File: config.mk
export PLATFORM = sky130hd
export DESIGN_NAME = store_buffer
export DESIGN_NICKNAME = d
export VERILOG_FILES = /design/src/rtl/store_buffer.sv
export SDC_FILE = /design/constraint.sdc
export NUM_CORES = 1
export LEC_CHECK = 0
export CORE_MARGIN = 1.5
export CORE_UTILIZATION = 23
export DETAILED_ROUTE_END_ITERATION = 12
export SLEW_MARGIN = 20
export SYNTH_ARGS = -nofsm -noshare
export SYNTH_HDL_FRONTEND = slang
export SYNTH_SLANG_ARGS = --single-unit
File: constraint.sdc
create_clock -name clk -period 5.9 [get_ports clk]
set_input_delay 1.18 -clock clk [delete_from_list [all_inputs] [get_ports clk]]
set_output_delay 1.18 -clock clk [all_outputs]
set_load 0.1 [all_outputs]
File: src/rtl/store_buffer.sv
// Store buffer between core and data memory: queues stores and drains them when the memory port is free.
// Optional store-to-load forwarding is compiled in when SB_FWD_EN is defined.
module store_buffer #(
    parameter int DEPTH = 4
) (
    input  logic                     clk,
    input  logic                     rst,
    input  logic [31:0]              CoreAddr,
    input  logic [31:0]              CoreDataWr,
    input  logic [2:0]               CoreCtrl,
    input  logic                     CoreWr,
    input  logic                     CoreRd,
    input  logic                     SBFlush,
    output logic [31:0]              CoreDataRd,
    output logic                     CoreStall,
    output logic                     SBEmpty,
    output logic [$clog2(DEPTH):0]   SBCount,
    output logic [31:0]              DMAddress,
    output logic [31:0]              DMDataWr,
    output logic                     DMWr,
    output logic [2:0]               DMCtrl,
    input  logic [31:0]              DMDataRd
);

    localparam int PTR_W = $clog2(DEPTH);
    localparam int CNT_W = PTR_W + 1;

    logic [31:0]      addr_q [DEPTH];
    logic [31:0]      addr_d [DEPTH];
    logic [31:0]      data_q [DEPTH];
    logic [31:0]      data_d [DEPTH];
    logic [2:0]       ctrl_q [DEPTH];
    logic [2:0]       ctrl_d [DEPTH];
    logic [DEPTH-1:0] valid_q, valid_d;
    logic [PTR_W-1:0] head_q, head_d;
    logic [PTR_W-1:0] tail_q, tail_d;
    logic [CNT_W-1:0] count_q, count_d;

    logic [PTR_W-1:0] scan_idx;
    logic             word_hit;
    logic             hazard;
    logic             nonempty;
    logic             full;
    logic             load_blocked;
    logic             do_store;
    logic             do_drain;
    logic             port_load;
    logic             fwd_hit;
    logic [31:0]      fwd_data;

`ifdef SB_FWD_EN
    function automatic logic [31:0] load_ext(input logic [31:0] d, input logic [2:0] c);
        logic signed [7:0]  b;
        logic signed [15:0] h;
        b = d[7:0];
        h = d[15:0];
        case (c[1:0])
            2'b00:   if (c[2]) load_ext = {24'h0, b}; else load_ext = 32'(b);
            2'b01:   if (c[2]) load_ext = {16'h0, h}; else load_ext = 32'(h);
            default: load_ext = d;
        endcase
    endfunction
`endif

    // Scan oldest to youngest so the last word match wins; forwarding is only
    // safe when that youngest overlapping store is an exact address/width match.
    always_comb begin
        scan_idx = '0;
        word_hit = 1'b0;
        fwd_hit  = 1'b0;
        fwd_data = '0;
        for (int k = 0; k < DEPTH; k++) begin
            scan_idx = head_q + PTR_W'(k);
            if (valid_q[scan_idx] && addr_q[scan_idx][31:2] == CoreAddr[31:2]) begin
                word_hit = 1'b1;
`ifdef SB_FWD_EN
                if (addr_q[scan_idx] == CoreAddr && ctrl_q[scan_idx][1:0] == CoreCtrl[1:0]) begin
                    fwd_hit  = 1'b1;
                    fwd_data = load_ext(data_q[scan_idx], CoreCtrl);
                end else begin
                    fwd_hit  = 1'b0;
                end
`endif
            end
        end
        hazard = CoreRd & word_hit & ~fwd_hit;
    end

    // A pending fence also blocks loads so the drain can use the port and the
    // stalled load cannot starve it.
    always_comb begin
        nonempty     = (count_q != '0);
        full         = (count_q == CNT_W'(DEPTH));
        load_blocked = hazard | (SBFlush & nonempty);
        do_store     = CoreWr & ~CoreRd;
        do_drain     = nonempty & (CoreRd ? load_blocked : (~CoreWr | full | SBFlush));
        port_load    = CoreRd & ~load_blocked & ~fwd_hit;
    end

    always_comb begin
        addr_d  = addr_q;
        data_d  = data_q;
        ctrl_d  = ctrl_q;
        valid_d = valid_q;
        head_d  = head_q;
        tail_d  = tail_q;
        if (do_drain) begin
            valid_d[head_q] = 1'b0;
            head_d          = head_q + 1'b1;
        end
        if (do_store) begin
            addr_d[tail_q]  = CoreAddr;
            data_d[tail_q]  = CoreDataWr;
            ctrl_d[tail_q]  = CoreCtrl;
            valid_d[tail_q] = 1'b1;
            tail_d          = tail_q + 1'b1;
        end
        count_d = count_q + CNT_W'(do_store) - CNT_W'(do_drain);
    end

    always_ff @(posedge clk or posedge rst) begin
        if (rst) begin
            valid_q <= '0;
            head_q  <= '0;
            tail_q  <= '0;
            count_q <= '0;
        end else begin
            valid_q <= valid_d;
            head_q  <= head_d;
            tail_q  <= tail_d;
            count_q <= count_d;
        end
    end

    // Entry payload needs no reset; the valid bits and count qualify it.
    always_ff @(posedge clk) begin
        addr_q <= addr_d;
        data_q <= data_d;
        ctrl_q <= ctrl_d;
    end

    always_comb begin
        DMAddress  = '0;
        DMDataWr   = '0;
        DMCtrl     = '0;
        DMWr       = 1'b0;
        CoreDataRd = '0;
        CoreStall  = 1'b0;
        SBCount    = '0;
        SBEmpty    = 1'b1;
        if (!rst) begin
            SBCount   = count_q;
            SBEmpty   = ~nonempty;
            CoreStall = (CoreRd & hazard) | (SBFlush & nonempty);
            if (do_drain) begin
                DMAddress = addr_q[head_q];
                DMDataWr  = data_q[head_q];
                DMCtrl    = ctrl_q[head_q];
                DMWr      = 1'b1;
            end else if (port_load) begin
                DMAddress = CoreAddr;
                DMCtrl    = CoreCtrl;
            end
            if (CoreRd && !load_blocked) begin
                CoreDataRd = fwd_hit ? fwd_data : DMDataRd;
            end
        end
    end

endmodule

* Yosys cells after proc, flatten, opt, wreduce, memory -nomap -nowiden
Cells that the tools add are included.
Operators by class: $lt $le $gt $ge 13, multiplexer cells 59, reductions and logical operators 10, bitwise gates (word level) 22, add/subtract/negate cells 6, eq/ne operators 5
Operators by type and width (count):
- two-way mux 32 bit | 18
- binary-select mux 32 bit (select 2 bit) | 5
- bitwise mux 128 bit | 2
- == test 30 bit | 4
- demux 32 bit (select 2 bit) | 1
- two-way mux 3 bit | 7
- greater-or-equal comparator 3 bit, second input constant | 5
- less-than comparator 2 x 3 -> 1 bit, second input constant | 5
- two-way mux 1 bit | 15
- NOT 2 -> 3 bit | 5
- bitwise mux 12 bit | 1
- binary-select mux 1 bit (select 2 bit) | 4
- logical AND 1 bit | 8
- two-way mux 4 bit | 2
- AND 1 bit | 6
- binary-select mux 3 bit (select 2 bit) | 1
- demux 3 bit (select 2 bit) | 1
- adder 2 x 1 -> 2 bit, second input constant | 2
- adder 2 bit, second input constant | 2
- AND 4 bit | 1
- demux 1 bit (select 2 bit) | 2
- greater-or-equal comparator 2 x 1 -> 1 bit, second input constant | 2
- NOT 1 bit | 4
- NOT 4 bit | 1
- other kinds (8) | 11
Storage, ports and cells: output and inout port bits 105, bits of input ports 104, flip-flop bits (word level) 279, word-level logic and storage cells 131

* Logic depth before layout (Yosys ltp)
Gate-level depths: netlist of the first run.
depth after elaboration 17, depth in mapped cells 28, depth with buffers taken out 16

* Worst setup path after synthesis of the first run
No wires, ideal clock.
path kind register to output, start point register head_q[0], end point output port DMAddress[0], cell stages (with the launch flop) 21, path buffers 12, path slack -1.081 ns, data required time 4.720 ns, data arrival time 5.801 ns, cells stage by stage dfrtp_1 buf_2 inv_1 buf_2 buf_1 buf_2 clkbuf_1 ha_1 buf_4 buf_4 buf_4 buf_4 buf_2 mux4_2 xnor2_1 nand4b_1 o22ai_1 nor3_2 buf_6 buf_6 mux2i_1
Between the ends: elaborated cells on any way between the ends 48, classes of those cells 3 x add/sub; 4 x eq/ne; 28 x mux; 9 x bitwise; 4 x reduce/logical
RTL lines:
- start, declared | line 35 | logic [PTR_W-1:0] head_q, head_d;
- start signal, assigned | line 124 | head_q <= '0;
- start signal, assigned | line 129 | head_q <= head_d;
- adder 2 bit * | line 73 | scan_idx = head_q + PTR_W'(k);
- named net scan_idx[0] | line 39 | logic [PTR_W-1:0] scan_idx;
- NOT 2 -> 3 bit (not written as such) | line 74 | if (valid_q[scan_idx] && addr_q[scan_idx][31:2] == CoreAddr[31:2]) begin
- binary-select mux 32 bit (select 2 bit) | line 74
- two-way mux 32 bit (not written as such) (2 in a row) | line 74
- == test 30 bit | line 74
- logical AND 1 bit * | line 74
- two-way mux 1 bit * | line 74
- AND 1 bit * | line 86 | hazard = CoreRd & word_hit & ~fwd_hit;
- bitwise OR 1 bit * | line 94 | load_blocked = hazard | (SBFlush & nonempty);
- NOT 1 bit | line 97 | port_load = CoreRd & ~load_blocked & ~fwd_hit;
- AND 1 bit | line 97
- two-way mux 32 bit | line 160 | end else if (port_load) begin
- two-way mux 32 bit * | line 155 | if (do_drain) begin
- two-way mux 32 bit * | line 151 | if (!rst) begin
- end, declared | line 18 | output logic [31:0] DMAddress,
The timed path passes the listed nets; every way through them passes the cells marked *. The select of a mux whose other input is x is not followed.

* Worst setup path in the final report of the first run
start point input port CoreAddr[13], end point output port DMAddress[9]
Between the ends: word-level cells in the longest chain between the ends 13, elaborated cells on any way between the ends 21, classes of those cells 4 x eq/ne; 8 x mux; 5 x bitwise; 4 x reduce/logical
RTL lines:
- start, declared | line 8 | input logic [31:0] CoreAddr,
- == test 30 bit | line 74
- logical AND 1 bit | line 74
- two-way mux 1 bit (3 in a row) | line 74
- two-way mux 1 bit * | line 74
- AND 1 bit * | line 86
- bitwise OR 1 bit * | line 94
- NOT 1 bit | line 97
- AND 1 bit | line 97
- two-way mux 32 bit | line 160
- two-way mux 32 bit * | line 155
- two-way mux 32 bit * | line 151
Every way passes the cells marked *; elsewhere a longest branch is shown, timed or not.

==> results_dict.tcl, run 1 <==
set metrics [dict create \
    syn-num-nets 1350 \
    cp_max_fo 22 \
    syn_avg_cell_area_um2 13.80 \
    yosysTopAreaCellShare 0.4723 \
    whs_ns 0.5783 \
    maxCapViolCount 0 \
    wl_um 58490 \
    clockBufferDepth 3 \
    grt_overflow 0 \
    grt_pass1_wl_um 84710 \
    drt_first_pass_iters 10 \
    clock_skew_ns 0.03681 \
    timing_worst_setup_path_type "primary input to primary output" \
    yosysTopAreaCell "edfxtp_1" \
    setup_tns_ns 0 \
    drv_slew 0 \
    design.core.area_um2 73080 \
    root_buffer "clkbuf_16" \
    cts_tree "done" \
    synth.distinct_cells 65 \
    power_density_nw_per_um2 525.0 \
    routedWlPerCell_um 23.80 \
    min_path_type "register to register" \
    synthFlopType "edfxtp_1" \
    synthTopCellsByArea "edfxtp_1 (47%), mux4_2 (17%), mux2i_1 (6.3%)" \
    cts-htree-levels 2 \
    synth-seq-cells 279 \
    worst_ep_arrival_time_ns 4.63 \
    fill_cells 7152 \
    gp_congestion 0.9879 \
    area_growth_pct 38.75 \
    synthTopCellsByCount "edfxtp_1 (268), mux4_2 (125), mux2i_1 (107), xnor2_1 (92), nand2_1 (89)" \
    die_x_um 275.2 \
    grt_max_degree 80 \
    final_nets 1587 \
    leakage_uw 0.007946 \
    cts_num_sinks 279 \
    yosysSeqAreaShare 0.4884 \
    insertion_delay_ns 0.56 \
    synth_area_um2 17040 \
    drive_gt1_frac 0.3280 \
    grt_pass1_vias 12550 \
    synth_edf_count 268 \
    drc 7 \
    rsz0062_at_grt "false" \
    relSlewSlack 0.3383 \
    numCtsBuffers 35 \
    cts_hold_buffers 0 \
    grt_antenna_before_repair 3 \
    hold_viol_final 0 \
    yosys_warnings 0 \
    cp-end-kind "primary output" \
    fin_crit_ns 5.811 \
    clk_pin_slew_ns 0.06 \
    ant_nets 0 \
    numPortBuffers 208 \
    status "finished, violations left" \
    die_area_um2 75730 \
    violations "DRC" \
    tightest_slew_ns 0.9675 \
    initial_core_util 0.2332 \
    ir_worst_vdd_mv 0.3389 \
    clock.fmax_ghz 0.1721 \
    rows 99 \
    required_ns 4.72 \
    dieHeight_um 275.2 \
    netlist_instances 1235 \
    cp-start-kind "primary input" \
    grt_usage 0.1507 \
    period_share 0.9850 \
    first_iter_violations 1431 \
    asyncSetResetFlopFracSynth 0.03943 \
    pin_count 209 \
    num_vias 12440 \
    dp_hpwl_um 41560 \
    viasPerCell 5.063 \
    synth.most_common_cell "edfxtp_1" \
    finalSetupViolations 0 \
]
-- logic make-up after synthesis --
logic type      count (synthesis)  share of synthesized area
simple gates                  331                     0.1112
flops                         279                     0.4884
compound gates                118                    0.05382
mux                           260                     0.2468
fa+ha+maj                      11                   0.008518
xor+xnor                      101                    0.05191
buf+inv                       135                    0.03936
-- flip-flops by register name, indices dropped and copies added, names as in the netlist --
register,cells
count_q,3
ctrl_q,12
valid_q,4
head_q,2
addr_q,128
data_q,128
tail_q,2
-- placed cells by master (no fill, tap or decap), drive strengths merged, types with 15 or more instances in the layout --
cell type and instances:
nand2b 15, nand3 40, nor2 28, mux2 28, clkbuf 42, xnor2 92, nand4 29, nand2 89
clkdlybuf4s50 103, edfxtp 268, buf 206, inv 26, mux2i 107, and3 35, mux4 125, nor3 42
-- per-layer routing --
metal | share of wire | vias up | global-route usage
met3 | 0.068 | 82 | 0.02522
li1 | - | 5397 | -
met4 | 0.024 | 4 | 0.04228
met5 | 0.00039 | - | 0
met2 | 0.49 | 529 | 0.2503
met1 | 0.42 | 6428 | 0.2018
-- what timing repair did --
item,4_1_cts,5_1_grt
cloned,1,2
pin swaps,1,1
gates resized for setup,15,6
buffers inserted,0,4
setup endpoints to repair,93,96
-- power by group --
| part | switching (µW) | internal (µW) | leakage [µW] |
|---|---|---|---|
| clock | 886 | 1190 | 0.000511 |
| sequential | 140 | 2420 | 0.00257 |
| combinational | 4510 | 3260 | 0.00487 |
| total | 5530 | 6880 | 0.00795 |
-- final cells by class --
| cell class | instances | area (µm²) | share of cell area |
|---|---|---|---|
| clock buffer | 40 | 894.6 | 0.03784 |
| clock inverter | 22 | 203.9 | 0.008626 |
| sequential | 279 | 8330 | 0.3523 |
| multi-input combinational | 821 | 8720 | 0.3688 |
| antenna | 1 | 2.502 | 0.0001058 |
| inverter | 23 | 88.84 | 0.003757 |
| timing repair buffer | 312 | 4204 | 0.1778 |
| tap | 959 | 1200 | 0.05075 |
-- metrics by stage --
stage          utilization  area, µm²  instances  total power, µW  setup slack [ns]
2_1_floorplan            -      17590       1235             7729          0.009570
3_3_place_gp        0.3050      22290       2387             9995           0.04289
3_5_place_dp        0.3050      22290       2387            10060           0.07647
4_1_cts             0.3216      23510       2450            12280         -0.001355
5_1_grt             0.3235      23640       2457            12890          0.009386
6_report            0.3235      23640       2457            12410           0.08867
-- worst max-delay path, cell delays in order --
cell and delay (ns):
clkdlybuf4s50_1 0.60, xnor2_1 0.16, a32oi_1 0.25, o32a_1 0.37, or3_1 0.32, or4_1 0.57, o22ai_2 0.23, nor3_4 0.09
buf_12 0.19, mux2_1 0.44, buf_12 0.21
-- worst paths after layout --
path,startpoint,endpoint,slack [ns],cells after the start
max,CoreAddr[13],DMAddress[9],0.09,11
min,count_q[0],count_q[0],0.58,1
max reg2reg,head_q[0],count_q[2],1.19,18
min reg2reg,count_q[0],count_q[0],0.58,1
max in group asynchronous,rst,head_q[0],4.51,2
min in group asynchronous,rst,count_q[0],1.02,2
Power figures use the tool's default switching activity.
==> run 2: changes to the inputs <==
--- a/config.mk
+++ b/config.mk
@@ -5,9 +5,11 @@
 export SDC_FILE = /design/constraint.sdc
 export NUM_CORES = 1
 export LEC_CHECK = 0
-export CORE_MARGIN = 1.5
+export CORE_MARGIN = 2
 export CORE_UTILIZATION = 23
+export CTS_CLUSTER_DIAMETER = 100
 export DETAILED_ROUTE_END_ITERATION = 12
+export SKIP_CTS_REPAIR_TIMING = 1
 export SLEW_MARGIN = 20
 export SYNTH_ARGS = -nofsm -noshare
 export SYNTH_HDL_FRONTEND = slang
==> run 2 against run 1 <==
Compared with the run above:
- the flow now finishes without violations
- first-iteration DRC count down 16%
- clock power hardly changed
- total power rose by 0.73%
- largest cell class unchanged
==> results_dict.tcl, run 2 (synthesized netlist as in run 1, its figures left out) <==
set metrics [dict create \
    antenna_cells 0 \
    reg_top3 "addr_q x128, data_q x128, ctrl_q x12" \
    cts-htree-levels 2 \
    ir_worst_vdd_mv 0.2846 \
    worst_r2r_startpoint "head_q[1]" \
    clock.fmax_ghz 0.1743 \
    cp_slowest_cell "or4_1" \
    fill_cells 7097 \
    max_stage_delay_ns 0.53 \
    root_buffer "clkbuf_16" \
    grt_usage 0.1477 \
    rows 99 \
    tightest_slew_ns 0.9375 \
    grt_pass1_wl_um 85490 \
    cp-start-kind "register" \
    relSlewSlack 0.3750 \
    numPortBuffers 208 \
    insertion_delay_ns 0.56 \
    clockBufferDepth 3 \
    reg2reg_to "count_q[2]" \
    drv_slew 0 \
    clk_pin_slew_ns 0.06 \
    routedWlPerCell_um 24.07 \
    pin_count 209 \
    setup.worst_path.end "DMWr" \
    cp_max_fo 35 \
    first_iter_violations 1202 \
    hold_viol_final 0 \
    dp_hpwl_um 41250 \
    grt_max_degree 71 \
    min_path_type "register to register" \
    timing_worst_setup_path_type "register to primary output" \
    grt_antenna_before_repair 4 \
    clkPwrFrac 0.169 \
    die_x_um 276.2 \
    final_nets 1589 \
    gp_congestion 0.9658 \
    crit_start "head_q[1]" \
    wl_um 59200 \
    worst_ep_arrival_time_ns 4.56 \
    cp_cell_sequence "buf_16, buf_6, mux2i_1, a222oi_1, a31oi_1, or3_1, or4_1, o22ai_1, nor3_4, buf_12, buf_4, nor3_4, buf_12" \
    cp-end-kind "primary output" \
    cts_tree "done" \
    dp_cells 2387 \
    grt_overflow 0 \
    status "complete, no violations" \
    power.internal_uw 6884 \
    finalSetupViolations 0 \
    stdcell_count 2460 \
    fin_crit_ns 5.738 \
    reg2reg_depth 18 \
    required_ns 4.72 \
    reg2reg_slack_ns 1.10 \
    layout_common_cells "edfxtp_1 (268), mux4_2 (125), buf_12 (107)" \
    area_growth_pct 38.81 \
    clock_skew_ns 0.02571 \
    leakage_uw 0.008007 \
    power_density_nw_per_um2 528.5 \
    period_share 0.9726 \
    whs_ns 0.5904 \
    drive_gt1_frac 0.3245 \
    swShare 0.4494 \
    grt_pass1_vias 12630 \
    cts_num_sinks 279 \
    drc 0 \
    viasPerCell 5.117 \
    final_common_cell "edfxtp_1" \
    die_area_um2 76280 \
    drt_first_pass_iters 6 \
    design.core.area_um2 73210 \
    maxCapViolCount 0 \
    num_vias 12590 \
    ant_nets 0 \
    initial_core_util 0.2328 \
    comb_power_share 0.625 \
    pwr-share-seq 0.206 \
    dieHeight_um 276.2 \
    worstHoldStart "count_q[0]" \
    p_switching_uw 5618 \
    numCtsBuffers 37 \
]
==> run 2: area by class of cell <==
type,count,area (µm²),area share
clock buffer,43,948.4,0.04010
clock inverter,23,175.2,0.007405
inverter,23,88.84,0.003756
multi-input combinational,821,8726,0.3689
sequential,279,8330,0.3522
tap,959,1200,0.05073
timing repair buffer,312,4185,0.1769
==> run 2: per-stage QoR <==
step / cell area (µm²) / total power (µW) / setup TNS (ns) / worst slack, ns / util
after floorplan: 17590 / 7729 / 0 / 0.009570 / -
after global placement: 22200 / 9929 / 0 / 0.05849 / 0.3033
after detailed placement: 22200 / 9981 / 0 / 0.05661 / 0.3033
after CTS: 23330 / 12140 / 0 / 0.01221 / 0.3186
after global routing: 23650 / 12970 / -0.008415 / -0.008415 / 0.3231
final: 23650 / 12500 / 0 / 0.1616 / 0.3231
==> run 2: critical path: cells and delay by family, from the launching register on <==
family / cells / cell delay [ns]
simple gates: 4 / 1.30
mux: 1 / 0.16
compound gates: 3 / 0.88
flops: 1 / 0.50
buf+inv: 5 / 1.13
==> run 2: layer usage <==
metal	global-route usage	vias to the layer above	wire length, µm
li1	-	5415	-
met1	0.2029	6427	24870
met2	0.2331	642	27470
met3	0.03549	98	5531
met4	0.03881	6	1292
met5	0	-	41
==> run 2: how the worst min path moves through the flow <==
stage,endpoint,cells after the start
2_1_floorplan,count_q[0],1
3_3_place_gp,count_q[0],1
3_5_place_dp,count_q[0],1
4_1_cts,count_q[0],1
5_1_grt,count_q[0],1
6_report,count_q[0],1
==> run 2: power groups by stage <==
stage | Clock [µW] | Combinational, µW | Sequential [µW]
6_report | 2110 | 7820 | 2570
5_1_grt | 2240 | 8140 | 2590
4_1_cts | 2160 | 7440 | 2550
3_5_place_dp | 0 | 7390 | 2590
3_3_place_gp | 0 | 7360 | 2570
2_1_floorplan | 0 | 5180 | 2550
==> run 3: changes to the inputs <==
--- a/config.mk
+++ b/config.mk
@@ -8,6 +8,7 @@
 export CORE_MARGIN = 2
 export CORE_UTILIZATION = 23
 export CTS_CLUSTER_DIAMETER = 100
+export CTS_CLUSTER_SIZE = 28
 export DETAILED_ROUTE_END_ITERATION = 12
 export SKIP_CTS_REPAIR_TIMING = 1
 export SLEW_MARGIN = 20
==> run 3 against run 2 <==
Compared with the run above:
- fmax decreased by 0.54%
- global-route usage decreased by 0.26 points
- final cell count decreased by 1.7%
- non-clock buffer count decreased by 2
- core utilization decreased by 1.0 points
- design area decreased by 3.2%
- clock skew decreased by 0.0062 ns
- die area unchanged
- worst hold slack improved by 0.011 ns
- first-iteration DRC count decreased by 2.3%
- highest routed layer unchanged
==> results_dict.tcl, run 3 (synthesized netlist as in run 1, its figures left out) <==
set metrics [dict create \
    dp_cells 2387 \
    reg2reg_slack_ns 1.08 \
    insertion_delay_ns 0.52 \
    drc 0 \
    die_x_um 276.2 \
    power_density_nw_per_um2 497.2 \
    root_buffer "clkbuf_16" \
    rows 99 \
    hold_viol_final 0 \
    drt_first_pass_iters 5 \
    status "complete, no violations" \
    period_share 0.9779 \
    clock.fmax_ghz 0.1733 \
    rsz0062_at_grt "true" \
    dp_hpwl_um 41250 \
    relSlewSlack 0.3803 \
    first_iter_violations 1174 \
    required_ns 4.72 \
    antenna_cells 0 \
    design.core.area_um2 73210 \
    grt_antenna_before_repair 4 \
    clock_skew_ns 0.01955 \
    leakage_uw 0.007639 \
    cts_num_sinks 279 \
    layout_common_cells "edfxtp_1 (268), mux4_2 (125), buf_12 (108)" \
    grt_pass1_vias 12450 \
    gp_congestion 0.9658 \
    cp_max_fo 18 \
    ir_worst_vdd_mv 0.2726 \
    cts_tree "done" \
    drv_slew 0 \
    grt_usage 0.1451 \
    final.setup.worst_slack_ns 0.1306 \
    dieHeight_um 276.2 \
    numCtsBuffers 15 \
    ant_nets 0 \
    grt_overflow 0 \
    cp-start-kind "primary input" \
    cts-htree-levels 1 \
    min_path_type "register to register" \
    area_growth_pct 34.38 \
    grt_max_degree 71 \
    regArea_um2 8330 \
    multi_input_area_um2 8691 \
    fill_cells 7149 \
    die_area_um2 76280 \
    initial_core_util 0.2328 \
    final_cell_area_um2 22900 \
    reg_top3 "addr_q x128, data_q x128, ctrl_q x12" \
    worst_ep_arrival_time_ns 4.59 \
    clk_pin_slew_ns 0.10 \
    drive_gt1_frac 0.3100 \
    final_core_utilization 0.3128 \
    maxCapViolCount 0 \
    numPortBuffers 208 \
    tightest_slew_ns 0.9296 \
    place_area_um2 22200 \
    finalSetupViolations 0 \
    num_vias 12340 \
    clockBufferDepth 3 \
    pin_count 209 \
    routedWlPerCell_um 23.95 \
    stdcell_count 2417 \
    grt_pass1_wl_um 84090 \
    timing_worst_setup_path_type "primary input to primary output" \
    whs_ns 0.6011 \
    fin_crit_ns 5.769 \
    dp_slack_ns 0.05661 \
    viasPerCell 5.104 \
    final_nets 1565 \
    wl_um 57890 \
    final_common_cell "edfxtp_1" \
    cp-end-kind "primary output" \
]
## run 3: changes by cell type in the layout (fill, tap and decap cells not counted), moves of 2 or more
| cell | before | now |
|---|---|---|
| clkbuf_16 | 43 | 19 |
| clkinv_1 | 8 | 0 |
| clkbuf_1 | 6 | 2 |
| clkinv_2 | 6 | 2 |
| xnor2_1 | 81 | 83 |
## run 3: per-layer routing
layer / vias to the layer above / GRT usage / part of all wire
li1: 5334 / - / -
met1: 6360 / 0.1981 / 0.42
met2: 567 / 0.2318 / 0.47
met3: 70 / 0.03760 / 0.083
met4: 6 / 0.03069 / 0.022
met5: - / 0 / 0.00060
## run 3: final timing paths
| kind | startpoint | end | depth (start not counted) |
|---|---|---|---|
| max in group asynchronous | rst | tail_q[0] | 3 |
| worst min register to register | count_q[0] | count_q[0] | 1 |
| worst max register to register | head_q[1] | count_q[2] | 19 |
| min in group asynchronous | rst | count_q[2] | 2 |
| worst min-delay path | count_q[0] | count_q[0] | 1 |
| worst max-delay path | CoreAddr[5] | DMAddress[17] | 11 |
## run 3: layout make-up
| cell class | count | area share |
|---|---|---|
| clock buffer | 17 | 0.01672 |
| clock inverter | 8 | 0.003224 |
| inverter | 23 | 0.003880 |
| multi-input combinational | 821 | 0.3795 |
| sequential | 279 | 0.3638 |
| tap | 959 | 0.05240 |
| timing repair buffer | 310 | 0.1804 |
## run 3: stage by stage
step	total power [µW]	setup TNS [ns]
CTS	11200	0
global placement	9929	0
global route	11830	-0.003746
detailed placement	9981	0
finish	11380	0
floorplan	7729	0
## run 3: worst max-delay path, cell delays in order
cell and delay [ns]:
clkdlybuf4s50_1 0.68, xnor2_1 0.53, nand4_1 0.15, or4b_1 0.55, a21o_1 0.19, o32ai_1 0.22
buf_4 0.17, nor3_4 0.04, buf_12 0.19, mux2_1 0.45, buf_12 0.22
## run 3: power breakdown
part,switching (µW),total [µW],internal [µW],leakage [µW]
Combinational,4500,7660,3160,0.00485
Sequential,137,2550,2420,0.00257
Clock,679,1170,494,0.000223
